### src/rtl/instruction_sequencer.sv
// Nano-processor front end: PC, fetch into IR, and decode of IR into compute-unit controls.
// Optional build macro SEQ_HOLD_EN adds a 'hold' input that freezes fetch and gates writes.
module instruction_sequencer #(
  parameter int PC_W = 4
) (
  input  logic            clk,
  input  logic            reset_n,
`ifdef SEQ_HOLD_EN
  input  logic            hold,
`endif
  input  logic [7:0]      pm_data,
  input  logic            r_eq_0,
  output logic [PC_W-1:0] pm_address,
  output logic [7:0]      ir,
  output logic [3:0]      ir_nibble,
  output logic [3:0]      source_sel,
  output logic [8:0]      reg_en,
  output logic            i_sel,
  output logic            x_sel,
  output logic            y_sel,
  output logic            sync_reset
);

  logic [PC_W-1:0] pc_q, pc_d;
  logic [7:0]      ir_q, ir_d;
  logic            ir_valid_q, ir_valid_d;
  logic            sync_reset_q, sync_reset_d;

  logic            stall;
  logic            is_load, is_move, is_alu, is_jmp, jump_taken;
  logic [2:0]      dst, src;
  logic [8:0]      dec_en;

`ifdef SEQ_HOLD_EN
  assign stall = hold;
`else
  assign stall = 1'b0;
`endif

  always_comb begin
    is_load    = ~ir_q[7];
    is_move    = (ir_q[7:6] == 2'b10);
    is_alu     = (ir_q[7:5] == 3'b110);
    is_jmp     = (ir_q[7:5] == 3'b111);
    dst        = is_load ? ir_q[6:4] : ir_q[5:3];
    src        = ir_q[2:0];
    source_sel = 4'd0;
    dec_en     = 9'h000;
    i_sel      = 1'b0;
    x_sel      = 1'b0;
    y_sel      = 1'b0;

    if (is_load)
      source_sel = 4'd8;
    else if (is_move)
      source_sel = (dst == src) ? 4'd9 : {1'b0, src};

    if (is_alu) begin
      dec_en[4] = 1'b1;
      x_sel     = ir_q[4];
      y_sel     = ir_q[3];
    end

    if (is_load || is_move) begin
      // dst code 4 is the output register, which lives at the top enable bit
      dec_en = (dst == 3'd4) ? 9'h100 : (9'h001 << dst);
      // any data-memory access other than a write of i post-increments i by m
      if (dst != 3'd6 && (dst == 3'd7 || (is_move && src == 3'd7))) begin
        dec_en[6] = 1'b1;
        i_sel     = 1'b1;
      end
    end

    jump_taken = ir_valid_q & is_jmp & (~ir_q[4] | ~r_eq_0) & ~stall;
    reg_en     = (ir_valid_q & ~stall) ? dec_en : 9'h000;
  end

  always_comb begin
    pc_d         = pc_q;
    ir_d         = ir_q;
    ir_valid_d   = ir_valid_q;
    sync_reset_d = 1'b0;
    if (!stall) begin
      ir_d = pm_data;
      if (jump_taken) begin
        // delay-slot word is loaded but marked invalid so it never writes
        pc_d       = PC_W'(ir_q[3:0]);
        ir_valid_d = 1'b0;
      end else begin
        pc_d       = pc_q + PC_W'(1);
        ir_valid_d = 1'b1;
      end
    end
  end

  always_ff @(posedge clk or negedge reset_n) begin
    if (!reset_n) begin
      pc_q         <= '0;
      ir_q         <= 8'h00;
      ir_valid_q   <= 1'b0;
      sync_reset_q <= 1'b1;
    end else begin
      pc_q         <= pc_d;
      ir_q         <= ir_d;
      ir_valid_q   <= ir_valid_d;
      sync_reset_q <= sync_reset_d;
    end
  end

  assign pm_address = pc_q;
  assign ir         = ir_q;
  assign ir_nibble  = ir_q[3:0];
  assign sync_reset = sync_reset_q;

endmodule

### config.mk
export PLATFORM = sky130hd
export DESIGN_NAME = instruction_sequencer
export DESIGN_NICKNAME = d
export VERILOG_FILES = /design/src/rtl/instruction_sequencer.sv
export SDC_FILE = /design/constraint.sdc
export NUM_CORES = 1
export LEC_CHECK = 0
export CAP_MARGIN = 20
export CORE_MARGIN = 5
export CORE_UTILIZATION = 60
export DETAILED_ROUTE_END_ITERATION = 8
export DONT_BUFFER_PORTS = 1
export PLACE_DENSITY_LB_ADDON = 0.25
export SLEW_MARGIN = 10
export SYNTH_ARGS = -nofsm -noshare
export SYNTH_HDL_FRONTEND = slang
export SYNTH_SLANG_ARGS = --single-unit
### constraint.sdc
create_clock -name clk -period 1.5 [get_ports clk]
set_input_delay 0.075 -clock clk [delete_from_list [all_inputs] [get_ports clk]]
set_output_delay 0.075 -clock clk [all_outputs]
set_load 0.005 [all_outputs]
==> results.md, run 1 <==
- Skew final: 0.002646 ns
- Mean post-synth cell area: 9.967 um^2
- Die area: 2347 um^2
- I/O pin count: 44
- Synthesized flop and latch total: 14
- Hold WC Path Type: primary input to async pin
- Chip Width: 48.45 um
- Row Count: 13
- LEAKAGE: 0.5000 nW
- Routability cong.: 0.8188
- Max Root-Sink Buffers: 2
- Total track usage: 18.10%
- CTS Root Buffer Type: clkbuf_4
- Final worst path period share: 105.4%
- CP Class: flip-flop to output pin
- Layout fillers: 80
- Via count of the first global-routing pass: 697
- Gate Count Post-Synth: 89
- Antenna violations before repair: 0
- Fmax: 632.7 MHz
- Final setup viols: 3
- Routed vias: 748
- CP arrival: 1.51 ns
- Placed cells: 103
- H-tree Lvls: 1
- CTS Buf Count: 3
- # DRC: 0
- Initial drt markers: 9
- Register area share after synthesis: 39.63%
- Antenna diodes: 0
- Die height: 48.45 um
- Crit-path slowest cell: dfrtp_2
- # clock sinks: 14
- Largest net degree at the start of global routing: 15
- Total gr overflow: 0
- Min Tclk post-route: 1.581 ns
- CP endpoint kind: output pin
- Ys Warns: 0
- Core ar.: 1350 um^2
- Max-Slew Margin vs Limit: 61.11%
- Routed WL per cell: 18.41 um
- Reg2reg start: ir[7]$_DFF_PN0_
- Syn Nets: 101
- Vias per Instance: 6.131
- Reg-to-reg endpoint: pm_address[2]$_DFF_PN0_
- RSZ-0062 raised after global routing: true
- Final Slew Violations: 0
- Reg clk slew, reported paths: 0.08 ns
- WP data required: 1.42 ns
- Post-route insts no fill: 122
- Setup ws final: -0.08052 ns
- Crit path max fanout: 7
- Initial Utilization: 65.71%
- Flop2flop setup slack: 0.12 ns
- Design Power: 1.119 mW
- VDD IR-drop max: 0.9117 mV
- CP max stage delay: 0.47 ns
- Layout cell share with drive strength beyond 1: 38.32%
- Nets: 120
- Synthesized area: 887.1 um^2
- R2R cell count: 4
- Cell variety after synth: 35
- Setup crit start kind: flip-flop
- Wire length of the first global-routing pass: 3394 um
- CTS tree: yes
- Worst-path cell chain: nor2b_2, nand4_1, a222oi_1
- DRT Pass-1 Iters: 4
- Hpwl dp: 1477 um
- Critical path origin: ir[6]$_DFF_PN0_
- Post-route ant nets: 0
- Max-cap violation count: 0
- Status: complete, but fails checks
- Least-Margin Pin Slew: 0.5815 ns
- Pwr/cell area: 985.9 nW/um^2
- Crit path capture: i_sel
- Hold Fails Final Rpt: 0
- Failing checks: setup timing
- Number of buffers added on ports: 0
- Final WL: 2246 um
- Worst skew pair latency: 0.27 ns
- Area growth syn-to-layout: 27.93%
-- Yosys cell counts (all sizes together) --
master / instances / share of area [%]
o21a: 2 / 1.7
nor3b: 2 / 1.7
o32a: 2 / 2.3
o22ai: 1 / 0.71
nand3: 2 / 1.1
mux2i: 4 / 4.5
xor2: 5 / 4.9
a31oi: 2 / 1.4
conb: 1 / 0.42
o21ai: 2 / 1.1
and3b: 1 / 0.99
ha: 1 / 1.4
and4: 1 / 0.99
nand2: 8 / 4.2
a21bo: 1 / 1.1
nor2b: 2 / 1.7
nand4: 1 / 0.71
mux2: 3 / 5.1
inv: 3 / 1.3
a211o: 1 / 2.0
dfstp: 1 / 3.0
nand2b: 2 / 1.4
a21oi: 3 / 1.7
buf: 10 / 7.3
nor2: 6 / 2.5
nor3: 2 / 1.1
o211ai: 1 / 0.85
dfrtp: 13 / 37
a222oi: 1 / 1.1
nor4b: 2 / 2.0
a31o: 1 / 0.99
xnor2: 2 / 2.0
-- critical path, delay by kind of cell (launching register included) --
| family | cells | cell delay, ns |
|---|---|---|
| flip-flops | 1 | 0.47 |
| AND/OR/NAND/NOR | 2 | 0.29 |
| AO/OA/AOI/OAI | 1 | 0.47 |
-- flip-flops by register name, indices dropped and copies added (netlist names) --
signal      cells
ir              8
pm_address      4
ir_valid_q      1
sync_reset      1
-- worst min-delay path by stage --
stage | from | cells after the start | end
final | reset_n | 1 | ir[0]$_DFF_PN0_
after CTS | reset_n | 1 | ir_valid_q$_DFF_PN0_
after global routing | reset_n | 1 | pm_address[3]$_DFF_PN0_
after floorplan | reset_n | 0 | ir[0]$_DFF_PN0_
after global placement | reset_n | 0 | ir[1]$_DFF_PN0_
after detailed placement | reset_n | 0 | ir[1]$_DFF_PN0_
-- cells by family after synthesis --
family,share of synthesized area (%)
other,0.4227
xor gates and xnor gates,6.911
adders and majority gates,1.410
AOI/OAI and AO/OA,14.95
muxes,9.591
buffers and inverters,8.603
and+or+nand+nor,18.48
DFF,39.63
-- metrics by stage --
step	cell area [um^2]	worst slack (ns)	hold WS (ns)	utilization (%)	setup TNS (ns)
2_1_floorplan	887.1	0.1964	-0.2206	-	0
3_3_place_gp	908.4	0.1233	-0.2202	67.28	0
3_5_place_dp	908.4	0.08212	-0.2202	67.28	0
4_1_cts	1097	-0.03183	0.2497	81.28	-0.03957
5_1_grt	1135	-0.1373	0.2778	84.06	-0.5472
6_report	1135	-0.08052	0.2354	84.06	-0.1150
-- cell usage in the layout, fill, tap and decap left out, drive strengths merged, types with 3 or more instances in the layout --
cell type,netlist,final
xor2,5,5
mux2,3,3
clkbuf,0,4
nor2,6,6
buf,10,14
nand2,8,8
dfrtp,13,13
dlygate4sd3,0,10
a21oi,3,3
inv,3,3
mux2i,4,4
-- report_power, final --
group | internal, mW | total [mW] | switching [mW] | leakage [nW]
Clock | 0.148 | 0.258 | 0.111 | 0.0210
Sequential | 0.443 | 0.528 | 0.0841 | 0.153
Combinational | 0.198 | 0.333 | 0.135 | 0.326
Total | 0.789 | 1.12 | 0.330 | 0.500
-- metal layers --
metal	vias up	track usage, %	part of all wire (%)	wire length [um]
met5	-	0	0	0
met4	0	8.969	1.9	42
met1	366	19.54	39	880
li1	345	-	-	-
met3	6	6.422	7.3	164
met2	31	30.87	52	1159
-- area by class of cell --
class | count | area, um^2 | area share [%]
clock buffers | 4 | 36.28 | 3.197
inverters | 3 | 13.76 | 1.213
multi-input cells | 62 | 485.5 | 42.78
flip-flops and latches | 14 | 360.3 | 31.75
well taps | 15 | 18.77 | 1.654
repair buffers | 24 | 220.2 | 19.40
-- what timing repair did --
action,in CTS,in global routing
hold endpoints to repair,23,0
pin swaps,4,1
endpoints found under the setup margin,11,13
hold buffers,10,0
buffers inserted,4,1
resized for setup,11,8
Power figures use the tool's default switching activity.
==> inputs of run 2 (changes only) <==
--- a/config.mk
+++ b/config.mk
@@ -11,6 +11,7 @@
 export DETAILED_ROUTE_END_ITERATION = 8
 export DONT_BUFFER_PORTS = 1
 export PLACE_DENSITY_LB_ADDON = 0.25
+export SETUP_SLACK_MARGIN = 0.5
 export SLEW_MARGIN = 10
 export SYNTH_ARGS = -nofsm -noshare
 export SYNTH_HDL_FRONTEND = slang
==> constraint.sdc (replaced) <==
create_clock -name clk -period 1.65 [get_ports clk]
set_input_delay 0.0825 -clock clk [delete_from_list [all_inputs] [get_ports clk]]
set_output_delay 0.0825 -clock clk [all_outputs]
set_load 0.005 [all_outputs]
==> run 2 against run 1 <==
Net effect:
- clock skew grew 0.0048 ns
- clock power shrank 3%
- critical path depth is the same
- global-route usage grew 5.0 points
- the run now ends clean
==> results.md, run 2 (same netlist as run 1, synthesis figures left out) <==
- Status: finished, final reports clean
- Most common cell after layout, fill and taps aside: dlygate4sd3_1
- Largest net degree at the start of global routing: 15 (unchanged)
- # clock sinks: 14 (unchanged)
- Layout cell share with drive strength beyond 1: 50.46% (+12 points)
- Setup WS pre-CTS: 0.1862 ns (+0.1041 ns)
- Routability cong.: 0.8048 (-1.7%)
- Area occupied by multi-input gates: 599.3 um^2 (+23%)
- H-tree Lvls: 1 (unchanged)
- Area growth syn-to-layout: 43.02%
- Final worst path period share: 99.52%
- Reg2reg start: ir[4]$_DFF_PN0_
- Vias per Instance: 6.677 (+8.9%)
- Area occupied by registers: 359.1 um^2 (-0.35%)
- Final Slew Violations: 0 (unchanged)
- Most frequent cells in the layout: dlygate4sd3_1, dfrtp_1, buf_4, buf_6, dfrtp_2
- Max Root-Sink Buffers: 2 (unchanged)
- Via count of the first global-routing pass: 775 (+11%)
- Row Count: 13 (unchanged)
- Placed cells: 100 (-2.9%)
- Antenna diodes: 0 (unchanged)
- RSZ-0062 raised after global routing: true
- Die area: 2347 um^2 (unchanged)
- Skew final: 0.007415 ns (+0.004769 ns)
- LEAKAGE: 0.5539 nW (+11%)
- Hold WC Path Type: primary input to async pin
- R2R cell count: 3 (-1)
- CP arrival: 1.56 ns (+0.05 ns)
- Chip Width: 48.45 um (unchanged)
- CTS tree: yes
- Crit path max fanout: 8 (+1)
- Worst hold slack: 0.2344 ns (-0.0009490 ns)
- Antenna violations before repair: 0 (unchanged)
- Wire length of the first global-routing pass: 4209 um (+24%)
- # DRC: 0 (unchanged)
- Pwr/cell area: 862.4 nW/um^2 (-13%)
- VDD IR-drop max: 0.7524 mV (-17%)
- CP endpoint kind: output pin
- CTS Buf Count: 3 (unchanged)
- Final setup viols: 0 (-3)
- Post-route ant nets: 0 (unchanged)
- Worst skew pair latency: 0.29 ns (+0.02 ns)
- DRT Pass-1 Iters: 4 (unchanged)
- Reg clk slew, reported paths: 0.09 ns (about the same)
- I/O pin count: 44 (unchanged)
- Fmax: 609.0 MHz
- Post-route insts no fill: 124 (+1.6%)
- CTS Root Buffer Type: clkbuf_4
- Least-Margin Pin Slew: 0.6032 ns (+0.02172 ns)
- Final WL: 2885 um (+28%)
- Max-cap violation count: 0 (unchanged)
- Max reg flops: 8 (unchanged)
- Die height: 48.45 um (unchanged)
- Total track usage: 23.06% (+5.0 points)
- Nets: 122 (+1.7%)
- Hold Fails Final Rpt: 0 (unchanged)
- WP data required: 1.57 ns (+0.15 ns)
- Min Tclk post-route: 1.642 ns
- Initial Utilization: 65.71% (unchanged)
- Total gr overflow: 0 (unchanged)
- Reg-to-reg endpoint: pm_address[2]$_DFF_PN0_
- Routed WL per cell: 23.27 um (+26%)
- CP Class: flip-flop to output pin
- Total negative setup slack: 0 ns (+0.1150 ns)
- Core ar.: 1350 um^2 (unchanged)
- Max-Slew Margin vs Limit: 59.65% (-1.5 points)
- Setup crit start kind: flip-flop
- Setup ws final: 0.007939 ns (+0.08846 ns)
- Hpwl dp: 1432 um (-3.0%)
- Routed vias: 828 (+11%)
- Initial drt markers: 43 (+34)
- Flop2flop setup slack: 0.13 ns (about the same)
- Layout fillers: 39 (-51%)
- Number of buffers added on ports: 0 (unchanged)
## run 2: changes by cell type in the layout (fill, tap and decap cells not counted), moves of 2 or more
| cell | delta |
|---|---|
| buf_4 | -3 |
| nor2_1 | -3 |
| buf_6 | +3 |
| mux2i_1 | -2 |
| nand2_4 | +2 |
| buf_2 | +2 |
| nor2_4 | +3 |
| nand2_1 | -2 |
| nand2b_1 | -2 |
| nand2b_4 | +2 |
| o21ai_0 | -2 |
## run 2: how the worst max path moves through the flow
stage                          startpoint                       to  slack (ns)  cells past startpoint
after floorplan           ir[7]$_DFF_PN0_  pm_address[1]$_DFF_PN0_        0.40                      4
after global placement    ir[7]$_DFF_PN0_            source_sel[3]        0.22                      4
after detailed placement  ir[7]$_DFF_PN0_            source_sel[3]        0.19                      4
after CTS                 ir[7]$_DFF_PN0_            source_sel[3]        0.06                      4
after global routing      ir[6]$_DFF_PN0_                    i_sel       -0.08                      3
final                     ir[6]$_DFF_PN0_                    i_sel       0.008                      3
## run 2: cell type report
| class | count | area share (%) |
|---|---|---|
| tap | 15 | 1.479 |
| clock buffer | 4 | 2.860 |
| multi-input combinational | 62 | 47.24 |
| timing repair buffer | 26 | 19.03 |
| inverter | 3 | 1.085 |
| sequential | 14 | 28.30 |
## run 2: worst max-delay path, stage by stage, from the launching register on
cell and delay (ns):
dfrtp_2 0.50, nor2b_4 0.16, nand4_1 0.14, a222oi_1 0.47
## run 2: per-stage QoR
| step | utilization [%] | area, um^2 | total power [mW] |
|---|---|---|---|
| floorplan | - | 910.9 | 0.6914 |
| global placement | 66.64 | 899.6 | 0.7243 |
| detailed placement | 66.64 | 899.6 | 0.7334 |
| CTS | 88.23 | 1191 | 1.038 |
| global route | 93.98 | 1269 | 1.146 |
| finish | 93.98 | 1269 | 1.094 |
## run 2: report_power, final
part	switching [mW]	internal (mW)	leakage, nW
sequential	0.0891	0.403	0.154
clock	0.116	0.134	0.0210
combinational	0.151	0.201	0.379
total	0.356	0.738	0.554
## run 2: repair_timing
action / in CTS / in global routing
resized for setup: 27 / 19
buffers inserted: 6 / 3
gates cloned: 1 / 0
setup endpoints to repair: 20 / 20
hold endpoints to repair: 23 / 0
hold buffers: 10 / 0
pin swaps: 10 / 7
## run 2: layer usage
layer,up-vias,GRT usage [%],share of wire (%)
li1,349,-,-
met4,0,12.11,1.8
met2,59,38.04,51
met1,414,26.63,37
met3,6,6.728,11
met5,-,0,0
==> inputs of run 3 (changes only) <==
--- a/config.mk
+++ b/config.mk
@@ -7,7 +7,7 @@
 export LEC_CHECK = 0
 export CAP_MARGIN = 20
 export CORE_MARGIN = 5
-export CORE_UTILIZATION = 60
+export CORE_UTILIZATION = 54
 export DETAILED_ROUTE_END_ITERATION = 8
 export DONT_BUFFER_PORTS = 1
 export PLACE_DENSITY_LB_ADDON = 0.25
==> constraint.sdc (replaced) <==
create_clock -name clk -period 1.45 [get_ports clk]
set_input_delay 0.0725 -clock clk [delete_from_list [all_inputs] [get_ports clk]]
set_output_delay 0.0725 -clock clk [all_outputs]
set_load 0.005 [all_outputs]
==> run 3 against run 2 <==
Net effect:
- highest routed layer unchanged
- critical path type unchanged
- critical endpoint is now reg_en[8]
- clock skew shrank 0.0054 ns
- total power rose by 10%
- clock power grew 8.0%
- clock-buffer cell count stayed put
- the run now ends with hold timing, setup timing left
- via count shrank 9.2%
- cell area increased by 0.79%
- sequential share of layout area is 0.22 points lower
- first-iteration DRC count shrank 79%
==> results.md, run 3 (same netlist as run 1, synthesis figures left out) <==
- Area after DPL: 938.4 um^2 (+4.3%)
- WP data required: 1.38 ns (-0.19 ns)
- Via count of the first global-routing pass: 826 (+6.6%)
- Area occupied by registers: 359.1 um^2 (unchanged)
- CTS Root Buffer Type: clkbuf_4
- Max reg flops: 8 (unchanged)
- Design Power: 1.206 mW (+10%)
- Reg2reg start: ir[7]$_DFF_PN0_
- Non-Filler Cell Area, Final: 1279 um^2 (+0.79%)
- DRT Pass-1 Iters: 4 (unchanged)
- Initial drt markers: 9 (-79%)
- Worst skew pair latency: 0.28 ns (about the same)
- Largest net degree at the start of global routing: 15 (unchanged)
- Hold WC Path Type: primary input to flip-flop
- Failing checks: hold timing, setup timing
- # DRC: 0 (unchanged)
- Hold Fails Final Rpt: 1 (+1)
- R2R cell count: 4 (+1)
- Most common cell after layout, fill and taps aside: buf_4
- Routed WL per cell: 18.59 um (-20%)
- Most frequent cells in the layout: buf_4, dlygate4sd3_1, dfrtp_1, dfrtp_2, buf_6
- Layout cell share with drive strength beyond 1: 54.95% (+4.5 points)
- Post-route ant nets: 0 (unchanged)
- Worst hold slack: -0.008091 ns (-0.2425 ns)
- Critical path depth: 4 (+1)
- Pwr/cell area: 942.9 nW/um^2 (+9.3%)
- Total gr overflow: 0 (unchanged)
- Routability cong.: 0.8106 (+0.72%)
- Met1 Routed Length: 970 um (-8.6%)
- H-tree Lvls: 1 (unchanged)
- Switching share of power: 30.06% (-2.5 points)
- Reg clk slew, reported paths: 0.08 ns (about the same)
- Status: complete, but fails checks
- Max-cap violation count: 0 (unchanged)
- Final worst path period share: 105.5%
- Vias per Instance: 5.921 (-11%)
- CP delay by family, top: flip-flops
- Skew final: 0.002021 ns (-0.005393 ns)
- Initial Utilization: 58.21% (-7.5 points)
- Area growth syn-to-layout: 44.15%
- Setup crit start kind: flip-flop
- VDD IR-drop max: 0.7203 mV (-4.3%)
- CP arrival: 1.46 ns (-0.10 ns)
- Crit path capture: reg_en[8]
- # clock sinks: 14 (unchanged)
- Chip Width: 50.53 um (+4.3%)
- Layout fillers: 84 (+120%)
- Net Sw Power: 0.3625 mW (+1.7%)
- Min Tclk post-route: 1.530 ns
- Nets: 124 (+1.6%)
- Setup ws final: -0.08032 ns (-0.08826 ns)
- Number of buffers added on ports: 0 (unchanged)
- Highest Signal Layer: met4
- Max-Slew Margin vs Limit: 60.92% (+1.3 points)
- Hold buffer count at CTS: 9 (-1)
- Final Slew Violations: 0 (unchanged)
- Total track usage: 19.94% (-3.1 points)
- Hpwl dp: 1529 um (+6.7%)
- Row Count: 14 (+1)
- RSZ-0062 raised after global routing: true
- Sequential share of power: 45.2% (+0.3 points)
- Combinational power share: 32.3% (+0.2 points)
- Reg-to-reg endpoint: pm_address[3]$_DFF_PN0_
- Final WL: 2361 um (-18%)
- Internal power: 0.8432 mW (+14%)
- CP max stage delay: 0.45 ns (-0.05 ns)
- Max Root-Sink Buffers: 2 (unchanged)
- Least-Margin Pin Slew: 0.5843 ns (-0.01886 ns)
- Flop2flop setup slack: 0.06 ns (-0.07 ns)
- Fmax: 653.5 MHz
- Final setup viols: 8 (+8)
- CTS Buf Count: 3 (unchanged)
- WP buf/inv: 1 (+1)
- Wire length of the first global-routing pass: 3933 um (-6.6%)
- I/O pin count: 44 (unchanged)
- Clock network fraction of total power: 22.5% (-0.4 points)
- WL met2: 1180 um (-19%)
- Die area: 2553 um^2 (+8.8%)
- Worst-path cell chain: buf_4, nand2_4, o32a_1, nor3b_2
- Area occupied by multi-input gates: 570.5 um^2 (-4.8%)
- Die height: 50.53 um (+4.3%)
- Crit path max fanout: 6 (-2)
- CTS tree: yes
- Routed vias: 752 (-9.2%)
- CP Class: flip-flop to output pin
- Critical path origin: ir[7]$_DFF_PN0_
- Crit-path slowest cell: dfrtp_2
- Antenna diodes: 0 (unchanged)
- Setup WS pre-CTS: 0.06400 ns (-0.1222 ns)
- Routed met3 length: 188 um (-40%)
- Core ar.: 1524 um^2 (+13%)
- CP endpoint kind: output pin
- Antenna violations before repair: 0 (unchanged)
- LEAKAGE: 0.5579 nW (+0.71%)
[run 3: cell count changes in the layout (fill, tap and decap cells not counted), sizes merged]
cell	change
clkinvlp	+1
inv	-1
dlygate4sd3	-1
buf	+3
[run 3: worst min path at each step]
stage	from	endpoint	slack, ns	cells past startpoint
finish	r_eq_0	ir_valid_q$_DFF_PN0_	-0.008	1
global placement	reset_n	ir[1]$_DFF_PN0_	-0.22	0
detailed placement	reset_n	ir[1]$_DFF_PN0_	-0.22	0
CTS	r_eq_0	ir_valid_q$_DFF_PN0_	-0.02	1
floorplan	reset_n	ir[0]$_DFF_PN0_	-0.22	0
global route	r_eq_0	ir_valid_q$_DFF_PN0_	-0.03	1
[run 3: worst reg2reg max path: cells and delay by family (launching register included)]
family	cells	cell delay (ns)
AOI/OAI and AO/OA	1	0.31
muxes	1	0.31
and+or+nand+nor	1	0.06
buffers and inverters	1	0.15
DFF	1	0.45
[run 3: area by class of cell]
type                       instances  share of cell area, %
clock buffer                       4                  2.838
inverter                           3                  1.370
multi-input combinational         62                  44.62
tap                               16                  1.566
timing repair buffer              28                  21.53
sequential                        14                  28.08
[run 3: routing by layer]
metal | GRT usage (%) | vias up
li1 | - | 347
met1 | 22.22 | 372
met4 | 11.49 | 0
met2 | 32.64 | 31
met3 | 6.805 | 2
met5 | 0 | -
[run 3: timing repair]
item | CTS | global route
setup buffers | 8 | 1
resized for setup | 25 | 14
pin swaps | 11 | 5
hold endpoints to repair | 23 | 1
setup endpoints to repair | 27 | 25
[run 3: power groups by stage]
stage	Combinational (mW)	Clock (mW)	Sequential, mW
floorplan	0.265	0	0.526
global placement	0.281	0	0.550
detailed placement	0.300	0	0.548
CTS	0.364	0.288	0.543
global route	0.423	0.306	0.560
finish	0.389	0.271	0.545
[run 3: through the flow]
| step | TNS (ns) | instances | util (%) | hold WS [ns] |
|---|---|---|---|---|
| after floorplan | 0 | 89 | - | -0.2231 |
| after global placement | 0 | 105 | 61.58 | -0.2227 |
| after detailed placement | 0 | 105 | 61.58 | -0.2227 |
| after CTS | -0.3181 | 126 | 79.31 | -0.02335 |
| after global routing | -1.418 | 127 | 83.91 | -0.02970 |
| final | -0.4448 | 127 | 83.91 | -0.008091 |
